===== src/rtl/usb_stream_in_feeder_if.sv =====
`default_nettype none
// ============================================================================
// Module   : usb_stream_in_feeder_if
// Purpose  : Producer-side and writer-side signals of the stream-in feeder.
// Revision : 1.0 - initial release
// ============================================================================
interface usb_stream_in_feeder_if #(
    parameter int ADDR_W = 4
);
    logic [31:0]     in_data;
    logic            in_valid;
    logic            in_ready;
    logic            slwr_n;
    logic [31:0]     data_out;
    logic [ADDR_W:0] level;
    logic            stream_req;
    logic            flush_active;
    logic            underrun;
    logic            overrun;

    modport master (
        output in_data, in_valid, slwr_n,
        input  in_ready, data_out, level, stream_req, flush_active, underrun, overrun
    );

    modport slave (
        input  in_data, in_valid, slwr_n,
        output in_ready, data_out, level, stream_req, flush_active, underrun, overrun
    );
endinterface
`default_nettype wire


===== src/rtl/usb_stream_in_feeder.sv =====
`default_nettype none
// ============================================================================
// Module   : usb_stream_in_feeder
// Purpose  : FWFT word FIFO feeding the FX3 stream-in writer; requests stream
//            mode once a full burst is buffered. Define USB_FEED_FLUSH_EN to
//            also flush partial bursts after FLUSH_CYCLES idle cycles.
// Revision : 1.0 - initial release
// ============================================================================
module usb_stream_in_feeder #(
    parameter int ADDR_W       = 4,
    parameter int BURST_WORDS  = 8,
    parameter int FLUSH_CYCLES = 256
) (
    input logic                   clk,
    input logic                   rst,
    usb_stream_in_feeder_if.slave bus
);

    localparam int              c_DEPTH     = 2 ** ADDR_W;
    localparam logic [ADDR_W:0] c_LVL_FULL  = (ADDR_W + 1)'(c_DEPTH);
    localparam logic [ADDR_W:0] c_LVL_BURST = (ADDR_W + 1)'(BURST_WORDS);
    localparam logic [ADDR_W:0] c_CNT_LAST  = (ADDR_W + 1)'(BURST_WORDS - 1);

    localparam logic [1:0] c_ST_IDLE  = 2'd0;
    localparam logic [1:0] c_ST_BURST = 2'd1;
`ifdef USB_FEED_FLUSH_EN
    localparam logic [1:0] c_ST_FLUSH = 2'd2;
`endif

    generate
        if (BURST_WORDS < 1 || BURST_WORDS > c_DEPTH || FLUSH_CYCLES < 1) begin : g_bad_params
            $error("usb_stream_in_feeder: illegal parameter combination");
        end
    endgenerate

    logic [31:0]       r_mem [0:c_DEPTH-1];
    logic [ADDR_W-1:0] r_wr_ptr;
    logic [ADDR_W-1:0] r_rd_ptr;
    logic [ADDR_W:0]   r_level;
    logic              r_underrun;
    logic              r_overrun;
    logic [1:0]        r_state;
    logic [1:0]        w_state_nxt;
    logic [ADDR_W:0]   r_burst_cnt;
    logic [ADDR_W:0]   w_burst_cnt_nxt;

    logic w_full;
    logic w_level_zero;
    logic w_level_ge_burst;
    logic w_push;
    logic w_pop;

    assign w_full           = (r_level == c_LVL_FULL);
    assign w_level_zero     = (r_level == '0);
    assign w_level_ge_burst = (r_level >= c_LVL_BURST);
    assign w_push           = bus.in_valid & ~w_full;
    assign w_pop            = ~bus.slwr_n & ~w_level_zero;

    // Storage is never reset; pointers and level alone define the contents.
    always_ff @(posedge clk) begin
        if (w_push) begin
            r_mem[r_wr_ptr] <= bus.in_data;
        end
    end

    always_ff @(posedge clk) begin
        if (rst) begin
            r_wr_ptr   <= '0;
            r_rd_ptr   <= '0;
            r_level    <= '0;
            r_underrun <= 1'b0;
            r_overrun  <= 1'b0;
        end else begin
            if (w_push) begin
                r_wr_ptr <= r_wr_ptr + 1'b1;
            end
            if (w_pop) begin
                r_rd_ptr <= r_rd_ptr + 1'b1;
            end
            case ({w_push, w_pop})
                2'b10:   r_level <= r_level + 1'b1;
                2'b01:   r_level <= r_level - 1'b1;
                default: r_level <= r_level;
            endcase
            if (bus.in_valid && w_full) begin
                r_overrun <= 1'b1;
            end
            if (!bus.slwr_n && w_level_zero) begin
                r_underrun <= 1'b1;
            end
        end
    end

`ifdef USB_FEED_FLUSH_EN
    localparam int                 c_TMR_W    = $clog2(FLUSH_CYCLES + 1);
    localparam logic [c_TMR_W-1:0] c_TMR_LAST = c_TMR_W'(FLUSH_CYCLES - 1);

    logic [c_TMR_W-1:0] r_idle_tmr;
    logic               w_idle_count;
    logic               w_flush_due;

    // Only a quiet, partially filled FIFO ages toward a flush.
    assign w_idle_count = (r_state == c_ST_IDLE) && !w_level_zero && !w_level_ge_burst && !w_push;
    assign w_flush_due  = w_idle_count && (r_idle_tmr == c_TMR_LAST);

    always_ff @(posedge clk) begin
        if (rst || !w_idle_count || w_flush_due) begin
            r_idle_tmr <= '0;
        end else begin
            r_idle_tmr <= r_idle_tmr + 1'b1;
        end
    end
`endif

    always_ff @(posedge clk) begin
        if (rst) begin
            r_state     <= c_ST_IDLE;
            r_burst_cnt <= '0;
        end else begin
            r_state     <= w_state_nxt;
            r_burst_cnt <= w_burst_cnt_nxt;
        end
    end

    always_comb begin
        w_state_nxt     = r_state;
        w_burst_cnt_nxt = r_burst_cnt;
        case (r_state)
            c_ST_IDLE: begin
                if (w_level_ge_burst) begin
                    w_state_nxt     = c_ST_BURST;
                    w_burst_cnt_nxt = '0;
                end
`ifdef USB_FEED_FLUSH_EN
                else if (w_flush_due) begin
                    w_state_nxt = c_ST_FLUSH;
                end
`endif
            end
            c_ST_BURST: begin
                if (w_pop) begin
                    if (r_burst_cnt == c_CNT_LAST) begin
                        w_state_nxt     = c_ST_IDLE;
                        w_burst_cnt_nxt = '0;
                    end else begin
                        w_burst_cnt_nxt = r_burst_cnt + 1'b1;
                    end
                end
            end
`ifdef USB_FEED_FLUSH_EN
            c_ST_FLUSH: begin
                if (w_level_zero) begin
                    w_state_nxt = c_ST_IDLE;
                end
            end
`endif
            default: begin
                w_state_nxt     = c_ST_IDLE;
                w_burst_cnt_nxt = '0;
            end
        endcase
    end

    assign bus.in_ready = ~w_full;
    assign bus.data_out = r_mem[r_rd_ptr];
    assign bus.level    = r_level;
    assign bus.underrun = r_underrun;
    assign bus.overrun  = r_overrun;
`ifdef USB_FEED_FLUSH_EN
    assign bus.stream_req   = (r_state == c_ST_BURST) || (r_state == c_ST_FLUSH);
    assign bus.flush_active = (r_state == c_ST_FLUSH);
`else
    assign bus.stream_req   = (r_state == c_ST_BURST);
    assign bus.flush_active = 1'b0;
`endif

endmodule
`default_nettype wire


===== src/flat_wrapper.sv =====
// flat-port wrapper written by rule: the top's interface ports become plain ports
module usb_stream_in_feeder_flat 
#(
    parameter int ADDR_W       = 4,
    parameter int BURST_WORDS  = 8,
    parameter int FLUSH_CYCLES = 256
)
  (clk, rst, bus_in_data, bus_in_valid, bus_slwr_n, bus_in_ready, bus_data_out, bus_level, bus_stream_req, bus_flush_active, bus_underrun, bus_overrun);
  usb_stream_in_feeder_if #(.ADDR_W(ADDR_W)) bus_i ();
  input logic clk;
  input logic rst;
  input wire logic [$bits(bus_i.in_data)-1:0] bus_in_data;
  input wire logic [$bits(bus_i.in_valid)-1:0] bus_in_valid;
  input wire logic [$bits(bus_i.slwr_n)-1:0] bus_slwr_n;
  output wire logic [$bits(bus_i.in_ready)-1:0] bus_in_ready;
  output wire logic [$bits(bus_i.data_out)-1:0] bus_data_out;
  output wire logic [$bits(bus_i.level)-1:0] bus_level;
  output wire logic [$bits(bus_i.stream_req)-1:0] bus_stream_req;
  output wire logic [$bits(bus_i.flush_active)-1:0] bus_flush_active;
  output wire logic [$bits(bus_i.underrun)-1:0] bus_underrun;
  output wire logic [$bits(bus_i.overrun)-1:0] bus_overrun;
  assign bus_i.in_data = bus_in_data;
  assign bus_i.in_valid = bus_in_valid;
  assign bus_i.slwr_n = bus_slwr_n;
  assign bus_in_ready = bus_i.in_ready;
  assign bus_data_out = bus_i.data_out;
  assign bus_level = bus_i.level;
  assign bus_stream_req = bus_i.stream_req;
  assign bus_flush_active = bus_i.flush_active;
  assign bus_underrun = bus_i.underrun;
  assign bus_overrun = bus_i.overrun;
  usb_stream_in_feeder #(.ADDR_W(ADDR_W), .BURST_WORDS(BURST_WORDS), .FLUSH_CYCLES(FLUSH_CYCLES)) u_core (.clk(clk), .rst(rst), .bus(bus_i));
endmodule

===== config.mk =====
export PLATFORM = sky130hd
export DESIGN_NAME = usb_stream_in_feeder_flat
export DESIGN_NICKNAME = d
export VERILOG_FILES = /design/src/rtl/usb_stream_in_feeder_if.sv /design/src/rtl/usb_stream_in_feeder.sv /design/src/flat_wrapper.sv
export SDC_FILE = /design/constraint.sdc
export NUM_CORES = 1
export LEC_CHECK = 0
export BUFFER_PORTS_ARGS = -buffer_cell sky130_fd_sc_hd__buf_2
export CORE_MARGIN = 8
export CORE_UTILIZATION = 61
export CTS_CLUSTER_DIAMETER = 50
export DETAILED_ROUTE_END_ITERATION = 12
export PLACE_DENSITY = 0.79
export SETUP_SLACK_MARGIN = 0.2
export SLEW_MARGIN = 20
export SYNTH_ARGS = -nofsm -noshare
export SYNTH_HDL_FRONTEND = slang
export SYNTH_SLANG_ARGS = --single-unit

===== constraint.sdc =====
create_clock -name clk -period 4.5 [get_ports clk]
set_input_delay 0.45 -clock clk [delete_from_list [all_inputs] [get_ports clk]]
set_output_delay 0.45 -clock clk [all_outputs]
set_load 0.005 [all_outputs]

==> results of run 1 <==
## flip-flops by register name (all words and copies together) (netlist names), named ones only
register             count
u_core.r_mem           512
u_core.bus.level         5
u_core.bus.underrun      1
u_core.r_rd_ptr          4
u_core.r_wr_ptr          4
u_core.r_burst_cnt       5
u_core.bus.overrun       1
u_core.r_state           1
## Yosys cell counts (7+ instances only)
cell type / number
edfxtp_1: 512
mux4_2: 128
a22oi_1: 64
nand2_1: 43
clkbuf_1: 34
nor2_1: 26
dfxtp_1: 25
buf_2: 14
ha_1: 10
inv_1: 10
a21oi_1: 8
nor3_1: 8
xor2_1: 7
## layer usage
layer	GRT usage	wire, um	vias up
met4	0.06341	983	2
met3	0.03553	3505	76
met2	0.3803	22980	558
met1	0.3184	17440	5285
li1	-	-	4204
met5	0	9	-
## cell type report
| cell class | count | area, sq um | share of cell area |
|---|---|---|---|
| well taps | 448 | 560.5 | 0.02409 |
| multi-input cells | 350 | 4454 | 0.1914 |
| clock inverters | 35 | 284.0 | 0.01221 |
| repair buffers | 104 | 685.7 | 0.02947 |
| flip-flops and latches | 537 | 15880 | 0.6827 |
| clock buffers | 61 | 1355 | 0.05824 |
| inverters | 11 | 41.29 | 0.001775 |
| diodes | 1 | 2.502 | 0.0001076 |
## logic make-up (layout without fill, tap and decap cells)
| logic type | count (synthesis) | count (layout) |
|---|---|---|
| DFF | 537 | 537 |
| muxes | 132 | 132 |
| and+or+nand+nor | 102 | 102 |
| AOI/OAI and AO/OA | 95 | 95 |
| buffers and inverters | 65 | 211 |
| adders and majority gates | 10 | 10 |
| xor gates and xnor gates | 10 | 10 |
| other | 1 | 2 |
## cell usage in the layout (no fill, tap or decap), types with 3 or more instances in the layout
cell        Yosys  layout
buf_4           3      21
mux2i_1         4       4
a211oi_1        3       3
nor3_2          0       4
bufinv_16       0       3
nand3_1         5       5
nor2_1         26      13
a22oi_1        64      64
mux4_2        128     128
clkinv_1        0      11
clkbuf_1       34       7
edfxtp_1      512     512
or3_1           3       3
a21oi_1         8       8
o211ai_1        4       4
a31oi_1         4       4
nand2_1        43      43
buf_12          0       6
nor3_1          8       4
buf_2          14      76
dfxtp_1        25      23
xnor2_1         3       3
clkinv_2        0      10
ha_1           10      10
clkinvlp_4      0       5
inv_1          10      10
clkbuf_16       0      52
nor2_4          0      13
xor2_1          7       7
## critical path, cell delays in order, from the launching register on
cell and delay (ns):
dfxtp_4 0.87, buf_12 0.36, mux4_2 0.56, a22oi_1 0.22, nand2_1 0.16, buf_2 0.16
## worst max path at each step
stage                             start                   to  slack [ns]  depth (start not counted)
global placement    u_core.bus.level[1]  u_core.bus.level[4]        1.55                          9
floorplan           u_core.bus.level[2]   u_core.r_mem[2][0]        0.69                          5
finish                        flip-flop     bus_data_out[28]        1.12                          5
global route                  flip-flop     bus_data_out[28]        0.91                          5
CTS                           flip-flop     bus_data_out[31]         1.0                          5
detailed placement  u_core.bus.level[1]  u_core.bus.level[4]        1.42                          9
## power by group through the flow
stage | Sequential, mW | Combinational (mW) | Clock (mW)
detailed placement | 5.95 | 1.84 | 0
CTS | 5.85 | 1.86 | 4.20
global placement | 5.94 | 1.81 | 0
floorplan | 5.83 | 1.33 | 0
global route | 5.87 | 1.99 | 4.38
finish | 5.85 | 1.84 | 4.15
## metrics by stage
step / std cells / hold slack (ns) / setup WS [ns] / area (sq um) / util
6_report: 1547 / 0.2233 / 1.123 / 23270 / 0.6991
5_1_grt: 1546 / 0.2307 / 0.9138 / 23260 / 0.6990
4_1_cts: 1546 / 0.2050 / 0.9975 / 23260 / 0.6990
3_5_place_dp: 1450 / 0.4580 / 1.425 / 21620 / 0.6498
3_3_place_gp: 1449 / 0.4529 / 1.548 / 21600 / 0.6489
2_1_floorplan: 952 / 0.4491 / 0.6856 / 20470 / -
==> impl_results.md, run 1 <==
* Clock Latency Late Sink at 0.57 ns
* Hold Vio Cnt, Final at 0
* Vias in the first global route at 10360
* Primary FF master, synth: edfxtp_1
* Seq pwr share at 0.494
* Sw Ratio at 0.2483
* Post-synthesis simple-gate area fraction at 0.02366
* Leak Pwr at 7.392 nW
* Top fanout value on the critical path at 36
* Pins Over Slew Limit at 0
* Max Clk Rate at 296.2 MHz
* Worst slew margin at 0.2619
* Largest family of logic cells by synthesized area: multiplexers
* Global-route wire length before repair at 66.16 mm
* RR Endpoint: u_core.bus.level[4]
* Number of synthesized flops with an enable pin at 512
* Routed len/inst at 29.04 um
* Yosys reg bits at 537
* Worst slew pin tran at 1.107 ns
* Iter 0 DRT Violations at 1059
* Synth top area cells: edfxtp_1, mux4_2, dfxtp_1
* CTS H-Tree Depth at 2
* Pwr Density at 508.8 nW/um^2
* Worst hold path stage count at 3
* Post-synthesis compound-gate area fraction at 0.03405
* Final period utilization at 0.7504
* Vias per cell at 6.545
* Setup violators final at 0
* Combinational share of power at 0.155
* Die H at 199.2 um
* GR Util All Layers at 0.2295
* WS Path Type: reg -> out
* Synthesized instance count at 952
* Synth area leader: edfxtp_1
* CTS sink cnt at 537
* Reg2reg setup slack at 1.40 ns
* Clock transition at the registers of the reported paths at 0.06 ns
* Worst hold path type: in -> reg
* Antenna-violating nets left at 0
* RSZ-0062 raised after global routing: no
* Internal at 8.899 mW
* Top-area cell type share of the netlist area at 0.7511
* CORE AREA at 33280 sq um
* Synth async-reset ratio at 0
* Placer congestion estimate at 0.7731
* Post-Route WL at 44.92 mm
* Pin count of the biggest net entering global routing at 55
* Register area share after synthesis at 0.7756
* CP Launch Type: flip-flop
* Status: completed
* Detailed-route via count at 10130
* HPWL Detailed at 23.39 mm
* Synth cell types at 45
* Root Buffer: clkbuf_16
* Die ar. at 39670 sq um
* IO Pins at 78
* Initial core utilization at 0.6150
* Tmin final at 3.377 ns
* Yosys warns at 0
* Fraction of layout cells with a size suffix above 1 at 0.3069
* CTS resizes at 0
* Die span in x at 199.2 um
* TNS Setup at 0 ns
* Max clock buf depth at 3
* CTS tree: done
* Worst Hold Path EP: u_core.bus.overrun
* Buffers inserted by post-CTS timing repair at 0
* Final #Nets at 1101
* Endpoint class of the critical path: output pin
* Worst Path Required at 4.05 ns
* Port Buffers at 76
* Share of total power in the clock network at 0.351
* Max cap viols at 0
* Synth Area in Adders at 0.006113
* Syn Nets at 998
* Placement Rows at 67
* DRC viols at 0
* Hold_sp: bus_in_valid
* Worst vdd ir at 0.3780 mV
* Post-synthesis mux area share at 0.1428
* R2r startpoint: u_core.bus.level[1]
* Pre-antenna DRT Iters at 5
* Clk_skew at 0.01619 ns
* Synth-to-Final Area Change at 13.67%
* Reg2Reg Depth at 9
* Hold_buf cts at 0
* Synth Cell Area at 20470 sq um
* # fillers at 1947
* Power, Total at 11.84 mW
* Num CTS Buffers at 51
* Xor and xnor fraction of the mapped netlist area at 0.004279
* Initial antenna violation count at 2
* Sw power at 2.939 mW
* Data arrival, critical path at 2.93 ns
* Mean area per synthesized cell at 21.50 sq um
* Gr ovfl total at 0
Note: power is estimated with default switching activity, not from simulation.
==> run 2, diff against run 1 <==
--- a/config.mk
+++ b/config.mk
@@ -5,12 +5,13 @@
 export SDC_FILE = /design/constraint.sdc
 export NUM_CORES = 1
 export LEC_CHECK = 0
+export ABC_AREA = 1
 export BUFFER_PORTS_ARGS = -buffer_cell sky130_fd_sc_hd__buf_2
 export CORE_MARGIN = 8
-export CORE_UTILIZATION = 61
+export CORE_UTILIZATION = 62
 export CTS_CLUSTER_DIAMETER = 50
 export DETAILED_ROUTE_END_ITERATION = 12
-export PLACE_DENSITY = 0.79
+export PLACE_DENSITY = 0.8
 export SETUP_SLACK_MARGIN = 0.2
 export SLEW_MARGIN = 20
 export SYNTH_ARGS = -nofsm -noshare
==> constraint.sdc (replaced) <==
create_clock -name clk -period 3.5 [get_ports clk]
set_input_delay 0.35 -clock clk [delete_from_list [all_inputs] [get_ports clk]]
set_output_delay 0.35 -clock clk [all_outputs]
set_load 0.005 [all_outputs]
==> run 2 against run 1 <==
Clock-buffer cell count is 3 higher. Sequential share of layout area down 3.6 points. First-iteration DRC count rose by 59%.
==> impl_results.md, run 2 <==
* Status: completed
* Final period utilization at 0.8274
* Post-synthesis compound-gate area fraction at 0.1074 (+0.07338)
* # fillers at 2281 (+17%)
* Synth cell types at 27 (-40%)
* CORE AREA at 35480 sq um (+6.6%)
* Reg2reg setup slack at 0.96 ns (-0.44 ns)
* CTS tree: done
* Commonest non-fill, non-tap cell in the layout: edfxtp_1
* Combinational share of power at 0.221 (+0.066)
* Iter 0 DRT Violations at 1683 (+59%)
* Vias in the first global route at 14110 (+36%)
* Syn Nets at 1853 (+86%)
* IO Pins at 78 (unchanged)
* Synth Area in Adders at 0.005622 (-0.0004911)
* Port Buffers at 76 (unchanged)
* Post-synthesis mux area share at 0 (-0.1428)
* RR Endpoint: u_core.r_mem[2][25]
* Gr ovfl total at 0 (unchanged)
* Worst slew pin tran at 0.8300 ns (-0.2772 ns)
* Setup violators final at 0 (unchanged)
* Hold_buf cts at 0 (unchanged)
* RSZ-0062 raised after global routing: no
* Number of synthesized flops with an enable pin at 512 (unchanged)
* Tmin final at 2.896 ns
* Commonest cells in the netlist: edfxtp_1, inv_1, nand3_1
* Data arrival, critical path at 2.55 ns (-0.38 ns)
* CTS resizes at 0 (unchanged)
* Max cap viols at 0 (unchanged)
* CTS sink cnt at 537 (unchanged)
* Endpoint class of the critical path: output pin
* Power, Total at 16.36 mW (+38%)
* Global-route wire length before repair at 77.45 mm (+17%)
* Die ar. at 42220 sq um (+6.4%)
* Clock Latency Late Sink at 0.58 ns (about the same)
* Max FFs per register at 512 (unchanged)
* Seq pwr share at 0.456 (-0.038)
* Worst vdd ir at 0.4465 mV (+18%)
* Reg2Reg Depth at 7 (-2)
* Root Buffer: clkbuf_16
* DRC viols at 0 (unchanged)
* Mean area per synthesized cell at 12.32 sq um (-43%)
* R2r startpoint: u_core.bus.level[3]
* Fraction of layout cells with a size suffix above 1 at 0.1115 (-0.1955)
* Pwr Density at 665.9 nW/um^2 (+31%)
* Synth-to-Final Area Change at 10.41%
* Leak Pwr at 8.989 nW (+22%)
* Synth async-reset ratio at 0 (unchanged)
* Die span in x at 205.5 um (+3.2%)
* Worst Hold Path EP: u_core.bus.overrun
* Synth area leader: edfxtp_1
* Largest family of logic cells by synthesized area: compound AO/OA/AOI/OAI gates
* Commonest cells after routing, fill and taps aside: edfxtp_1, inv_1, nand3_1
* Detailed-route via count at 14260 (+41%)
* Share of total power in the clock network at 0.322 (-0.029)
* CTS H-Tree Depth at 2 (unchanged)
* Pin count of the biggest net entering global routing at 113 (+110%)
* Yosys warns at 0 (unchanged)
* Xor and xnor fraction of the mapped netlist area at 0.003148 (-0.001131)
* Hold_sp: bus_in_valid
* Vias per cell at 6.011 (-8.2%)
* Primary FF master, synth: edfxtp_1
* Yosys reg bits at 537 (unchanged)
* Max clock buf depth at 3 (unchanged)
* Top-area cell type share of the netlist area at 0.6908 (-0.06034)
* Pins Over Slew Limit at 0 (unchanged)
* TNS Setup at 0 ns (unchanged)
* Synthesized instance count at 1807 (+90%)
* Top fanout value on the critical path at 43 (+19%)
* Final #Nets at 1916 (+74%)
* Pre-antenna DRT Iters at 8 (+3)
* Clk_skew at 0.01758 ns (+0.001387 ns)
* Placement Rows at 69 (+3.0%)
* Synth Cell Area at 22260 sq um (+8.7%)
* Sw power at 4.877 mW (+66%)
* Routed len/inst at 21.00 um (-28%)
* Die H at 205.5 um (+3.2%)
* CP Launch Type: flip-flop
* Post-synthesis simple-gate area fraction at 0.08742 (+0.06376)
* Buffers inserted by post-CTS timing repair at 0 (unchanged)
* Worst Path Required at 3.15 ns (-0.90 ns)
* Num CTS Buffers at 52 (+2.0%)
* Max Clk Rate at 345.3 MHz
* Worst slew margin at 0.4453 (+0.1835)
* Worst hold path type: in -> reg
* Worst hold path stage count at 3 (unchanged)
* Initial core utilization at 0.6272 (+0.01222)
* Largest Register: u_core.r_mem
* Register area share after synthesis at 0.7133 (-0.06231)
* Hold Vio Cnt, Final at 0 (unchanged)
* Internal at 11.49 mW (+29%)
* Post-Route WL at 49.84 mm (+11%)
* Synth top area cells: edfxtp_1, inv_1, nand3_1
* HPWL Detailed at 29.10 mm (+24%)
* Initial antenna violation count at 1 (-1)
* WS Path Type: reg -> out
* Sw Ratio at 0.2981 (+0.04975)
* Placer congestion estimate at 0.8478 (+9.7%)
* Antenna-violating nets left at 0 (unchanged)
* Clock transition at the registers of the reported paths at 0.06 ns (about the same)
* GR Util All Layers at 0.2354 (+0.005939)
* Top-count cell post-synth: edfxtp_1
[run 2: per-layer routing]
layer | up-vias | GRT usage | part of all wire | routed length, um
met2 | 774 | 0.3855 | 0.49 | 24370
met1 | 6883 | 0.3166 | 0.39 | 19420
met5 | - | 0 | 0 | 0
li1 | 6499 | - | - | -
met3 | 108 | 0.04077 | 0.094 | 4693
met4 | 0 | 0.08272 | 0.027 | 1358
[run 2: how the worst max path moves through the flow]
stage                          endpoint  slack, ns  depth (start not counted)
CTS                    bus_data_out[31]       0.61                          6
detailed placement  u_core.r_mem[2][17]       0.99                          7
global route           bus_data_out[27]       0.50                          7
floorplan           u_core.r_mem[11][0]       0.73                          6
global placement    u_core.r_mem[2][25]       1.11                          7
finish                 bus_data_out[31]       0.60                          6
[run 2: area by class of cell]
type | count | area, sq um | area share
Clock buffer | 64 | 1398 | 0.05688
Sequential cell | 537 | 15890 | 0.6465
Multi-Input combinational cell | 877 | 4656 | 0.1895
Inverter | 285 | 1070 | 0.04354
Timing Repair Buffer | 117 | 775.7 | 0.03157
Antenna cell | 1 | 2.502 | 0.0001018
Clock inverter | 31 | 209.0 | 0.008503
Tap cell | 461 | 576.8 | 0.02347
[run 2: stage by stage]
stage / worst slack (ns) / instances / util / area (sq um) / hold WS [ns]
6_report: 0.6042 / 2373 / 0.6925 / 24570 / 0.07707
3_3_place_gp: 1.110 / 2277 / 0.6472 / 22960 / 0.4504
4_1_cts: 0.6060 / 2372 / 0.6924 / 24570 / 0.05630
3_5_place_dp: 0.9911 / 2277 / 0.6472 / 22960 / 0.4592
2_1_floorplan: 0.7299 / 1807 / - / 22260 / 0.4489
5_1_grt: 0.5041 / 2372 / 0.6924 / 24570 / 0.1110
[run 2: cell families (layout without fill, tap and decap cells)]
| family | after synthesis | count (layout) |
|---|---|---|
| DFF | 537 | 537 |
| and+or+nand+nor | 446 | 446 |
| AOI/OAI and AO/OA | 412 | 412 |
| buffers and inverters | 393 | 497 |
| adders and majority gates | 10 | 10 |
| xor gates and xnor gates | 8 | 8 |
| other | 1 | 2 |
[run 2: worst max-delay path, cell delays in order, from the launching register on]
cell      delay [ns]
dfxtp_4         0.65
buf_4           0.50
o211ai_1        0.17
nand3_1         0.13
nand3_1         0.14
nand2_1         0.20
buf_2           0.15
[run 2: power by group through the flow]
| stage | combinational [mW] | clock (mW) | sequential, mW |
|---|---|---|---|
| after global placement | 3.43 | 0 | 7.58 |
| after detailed placement | 3.57 | 0 | 7.60 |
| final | 3.62 | 5.27 | 7.47 |
| after floorplan | 2.71 | 0 | 7.51 |
| after global routing | 4.03 | 5.58 | 7.49 |
| after CTS | 3.63 | 5.33 | 7.46 |
==> run 3, diff against run 2 <==
--- a/config.mk
+++ b/config.mk
@@ -5,13 +5,13 @@
 export SDC_FILE = /design/constraint.sdc
 export NUM_CORES = 1
 export LEC_CHECK = 0
-export ABC_AREA = 1
+export ABC_AREA = 0
 export BUFFER_PORTS_ARGS = -buffer_cell sky130_fd_sc_hd__buf_2
 export CORE_MARGIN = 8
-export CORE_UTILIZATION = 62
+export CORE_UTILIZATION = 61
 export CTS_CLUSTER_DIAMETER = 50
 export DETAILED_ROUTE_END_ITERATION = 12
-export PLACE_DENSITY = 0.8
+export PLACE_DENSITY = 0.79
 export SETUP_SLACK_MARGIN = 0.2
 export SLEW_MARGIN = 20
 export SYNTH_ARGS = -nofsm -noshare
==> constraint.sdc (replaced) <==
create_clock -name clk -period 2.7 [get_ports clk]
set_input_delay 0.27 -clock clk [delete_from_list [all_inputs] [get_ports clk]]
set_output_delay 0.27 -clock clk [all_outputs]
set_load 0.005 [all_outputs]
==> run 3 against run 2 <==
Cell count fell by 32%. First-iteration DRC count down 34%. Sequential power up 29%. Total power increased by 28%. Non-clock buffer count increased by 44. Design area decreased by 0.13%. Sequential cell count did not move. Clock-buffer cell count increased by 1. Register-to-register slack worse by 0.66 ns.
==> impl_results.md, run 3 (synthesized netlist as in run 1, its figures left out) <==
* Root Buffer: clkbuf_16
* Worst Path Required at 2.43 ns (-0.72 ns)
* Initial core utilization at 0.6150 (-0.01222)
* Final period utilization at 0.9877
* Max clock buf depth at 3 (unchanged)
* Commonest non-fill, non-tap cell in the layout: edfxtp_1
* Hold_buf cts at 0 (unchanged)
* Worst slew margin at 0.5506 (+0.1052)
* Global-route wire length before repair at 71.41 mm (-7.8%)
* Num CTS Buffers at 52 (unchanged)
* Worst setup margin at 0.03328 ns (-0.5709 ns)
* Largest Register: u_core.r_mem
* Synth-to-Final Area Change at 19.90%
* Clk_skew at 0.01359 ns (-0.003987 ns)
* Post-DP Area at 21860 sq um (-4.8%)
* Seq pwr share at 0.460 (+0.004)
* Placed cells at 1469 (-35%)
* Non-filler cells, final at 1602 (-32%)
* Die span in x at 199.2 um (-3.1%)
* Clock transition at the registers of the reported paths at 0.06 ns (about the same)
* Die H at 199.2 um (-3.1%)
* Die ar. at 39670 sq um (-6.0%)
* Fraction of layout cells with a size suffix above 1 at 0.3873 (+0.2759)
* Post-Route WL at 49.40 mm (-0.89%)
* Hold slack at 0.04302 ns (-0.03405 ns)
* IO Pins at 78 (unchanged)
* HPWL Detailed at 23.56 mm (-19%)
* Pwr Density at 853.9 nW/um^2 (+28%)
* Worst hold path type: in -> reg
* Pre-antenna DRT Iters at 5 (-3)
* Share of total power in the clock network at 0.334 (+0.012)
* DRC viols at 0 (unchanged)
* Max cap viols at 0 (unchanged)
* CP Launch Type: flip-flop
* Gr ovfl total at 0 (unchanged)
* Iter 0 DRT Violations at 1104 (-34%)
* Sw power at 5.274 mW (+8.1%)
* Initial antenna violation count at 2 (+1)
* Detailed-route via count at 10670 (-25%)
* CTS sink cnt at 537 (unchanged)
* Routed len/inst at 30.84 um (+47%)
* WS Path Type: reg -> out
* Power, Total at 20.96 mW (+28%)
* Tmin final at 2.667 ns
* Placement Rows at 67 (-2.9%)
* CORE AREA at 33280 sq um (-6.2%)
* GR Util All Layers at 0.2503 (+0.01490)
* Data arrival, critical path at 2.40 ns (-0.15 ns)
* Vias in the first global route at 11160 (-21%)
* Pin count of the biggest net entering global routing at 41 (-64%)
* CTS H-Tree Depth at 2 (unchanged)
* Antenna-violating nets left at 0 (unchanged)
* Leak Pwr at 7.846 nW (-13%)
* Worst slew pin tran at 0.6725 ns (-0.1575 ns)
* Endpoint class of the critical path: output pin
* Pre-CTS WS at 0.1830 ns (-0.8081 ns)
* Hold Vio Cnt, Final at 0 (unchanged)
* Register Area at 15890 sq um (about the same)
* Max FFs per register at 512 (unchanged)
* Clock Latency Late Sink at 0.56 ns (-0.02 ns)
* Worst vdd ir at 0.8230 mV (+84%)
* Port Buffers at 76 (unchanged)
* CTS tree: done
* Sw Ratio at 0.2517 (-0.04640)
* TNS Setup at 0 ns (unchanged)
* Final Util at 0.7374 (+0.04488)
* Status: completed
* ANT cells at 0 (-1)
* Top fanout value on the critical path at 6 (-86%)
* Multi-input gate area at 4751 sq um (+2.0%)
* Final #Nets at 1159 (-40%)
* Pins Over Slew Limit at 0 (unchanged)
* RSZ-0062 raised after global routing: yes
* Max Clk Rate at 375.0 MHz
* Internal at 15.68 mW (+37%)
* Setup violators final at 0 (unchanged)
* Combinational share of power at 0.206 (-0.015)
* Placer congestion estimate at 0.7843 (-7.5%)
* Commonest cells after routing, fill and taps aside: edfxtp_1, mux4_2, buf_2
* # fillers at 1803 (-21%)
* Vias per cell at 6.657 (+11%)
* Final Cell Area at 24540 sq um (-0.13%)
==> run 3: changes by cell type in the layout (fill, tap and decap cells not counted), moves of 64 or more <==
| cell | delta |
|---|---|
| o21ai_1 | -64 |
| o211ai_1 | -124 |
| a21oi_1 | -137 |
| mux4_2 | +128 |
| nand3_1 | -200 |
| nand2_1 | -159 |
| o21ai_0 | -71 |
| inv_1 | -274 |
==> run 3: critical path, cell delays in order, from the launching register on <==
cell     delay, ns
dfxtp_4       0.40
buf_12        0.16
buf_12        0.14
buf_16        0.12
mux4_2        0.55
a22oi_2       0.25
nand2_1       0.09
buf_2         0.13
==> run 3: worst paths after layout <==
check / startpoint / endpoint / slack [ns] / cells after the start
setup / recovery: flip-flop / bus_data_out[7] / 0.03 / 7
hold / removal: bus_in_valid / u_core.bus.overrun / 0.04 / 3
setup reg to reg: u_core.bus.level[1] / u_core.r_mem[11][8] / 0.30 / 5
hold reg to reg: u_core.bus.overrun / u_core.bus.overrun / 0.47 / 2
==> run 3: power groups by stage <==
stage,registers (mW),clock network [mW],logic [mW]
floorplan,9.71,0,2.27
global route,9.66,7.38,4.61
global placement,9.79,0,3.21
finish,9.63,7.00,4.33
detailed placement,9.81,0,3.28
CTS,9.62,7.03,4.04
==> run 3: cell type report <==
| type | count | share of cell area |
|---|---|---|
| clock inverters | 30 | 0.01050 |
| repair buffers | 161 | 0.06811 |
| inverters | 11 | 0.001682 |
| clock buffers | 65 | 0.05588 |
| flip-flops and latches | 537 | 0.6474 |
| well taps | 448 | 0.02284 |
| multi-input cells | 350 | 0.1936 |
==> run 3: routing by layer <==
metal	part of all wire	GRT usage	up-vias
met5	0.00024	0	-
met4	0.035	0.09223	2
met3	0.085	0.04665	117
met2	0.51	0.4247	646
met1	0.37	0.3226	5568
li1	-	-	4332
==> run 3: what timing repair did <==
action	CTS	global route
cloned	13	5
setup buffers	15	5
pin swaps	42	26
endpoints found under the setup margin	33	34
resized for setup	54	29
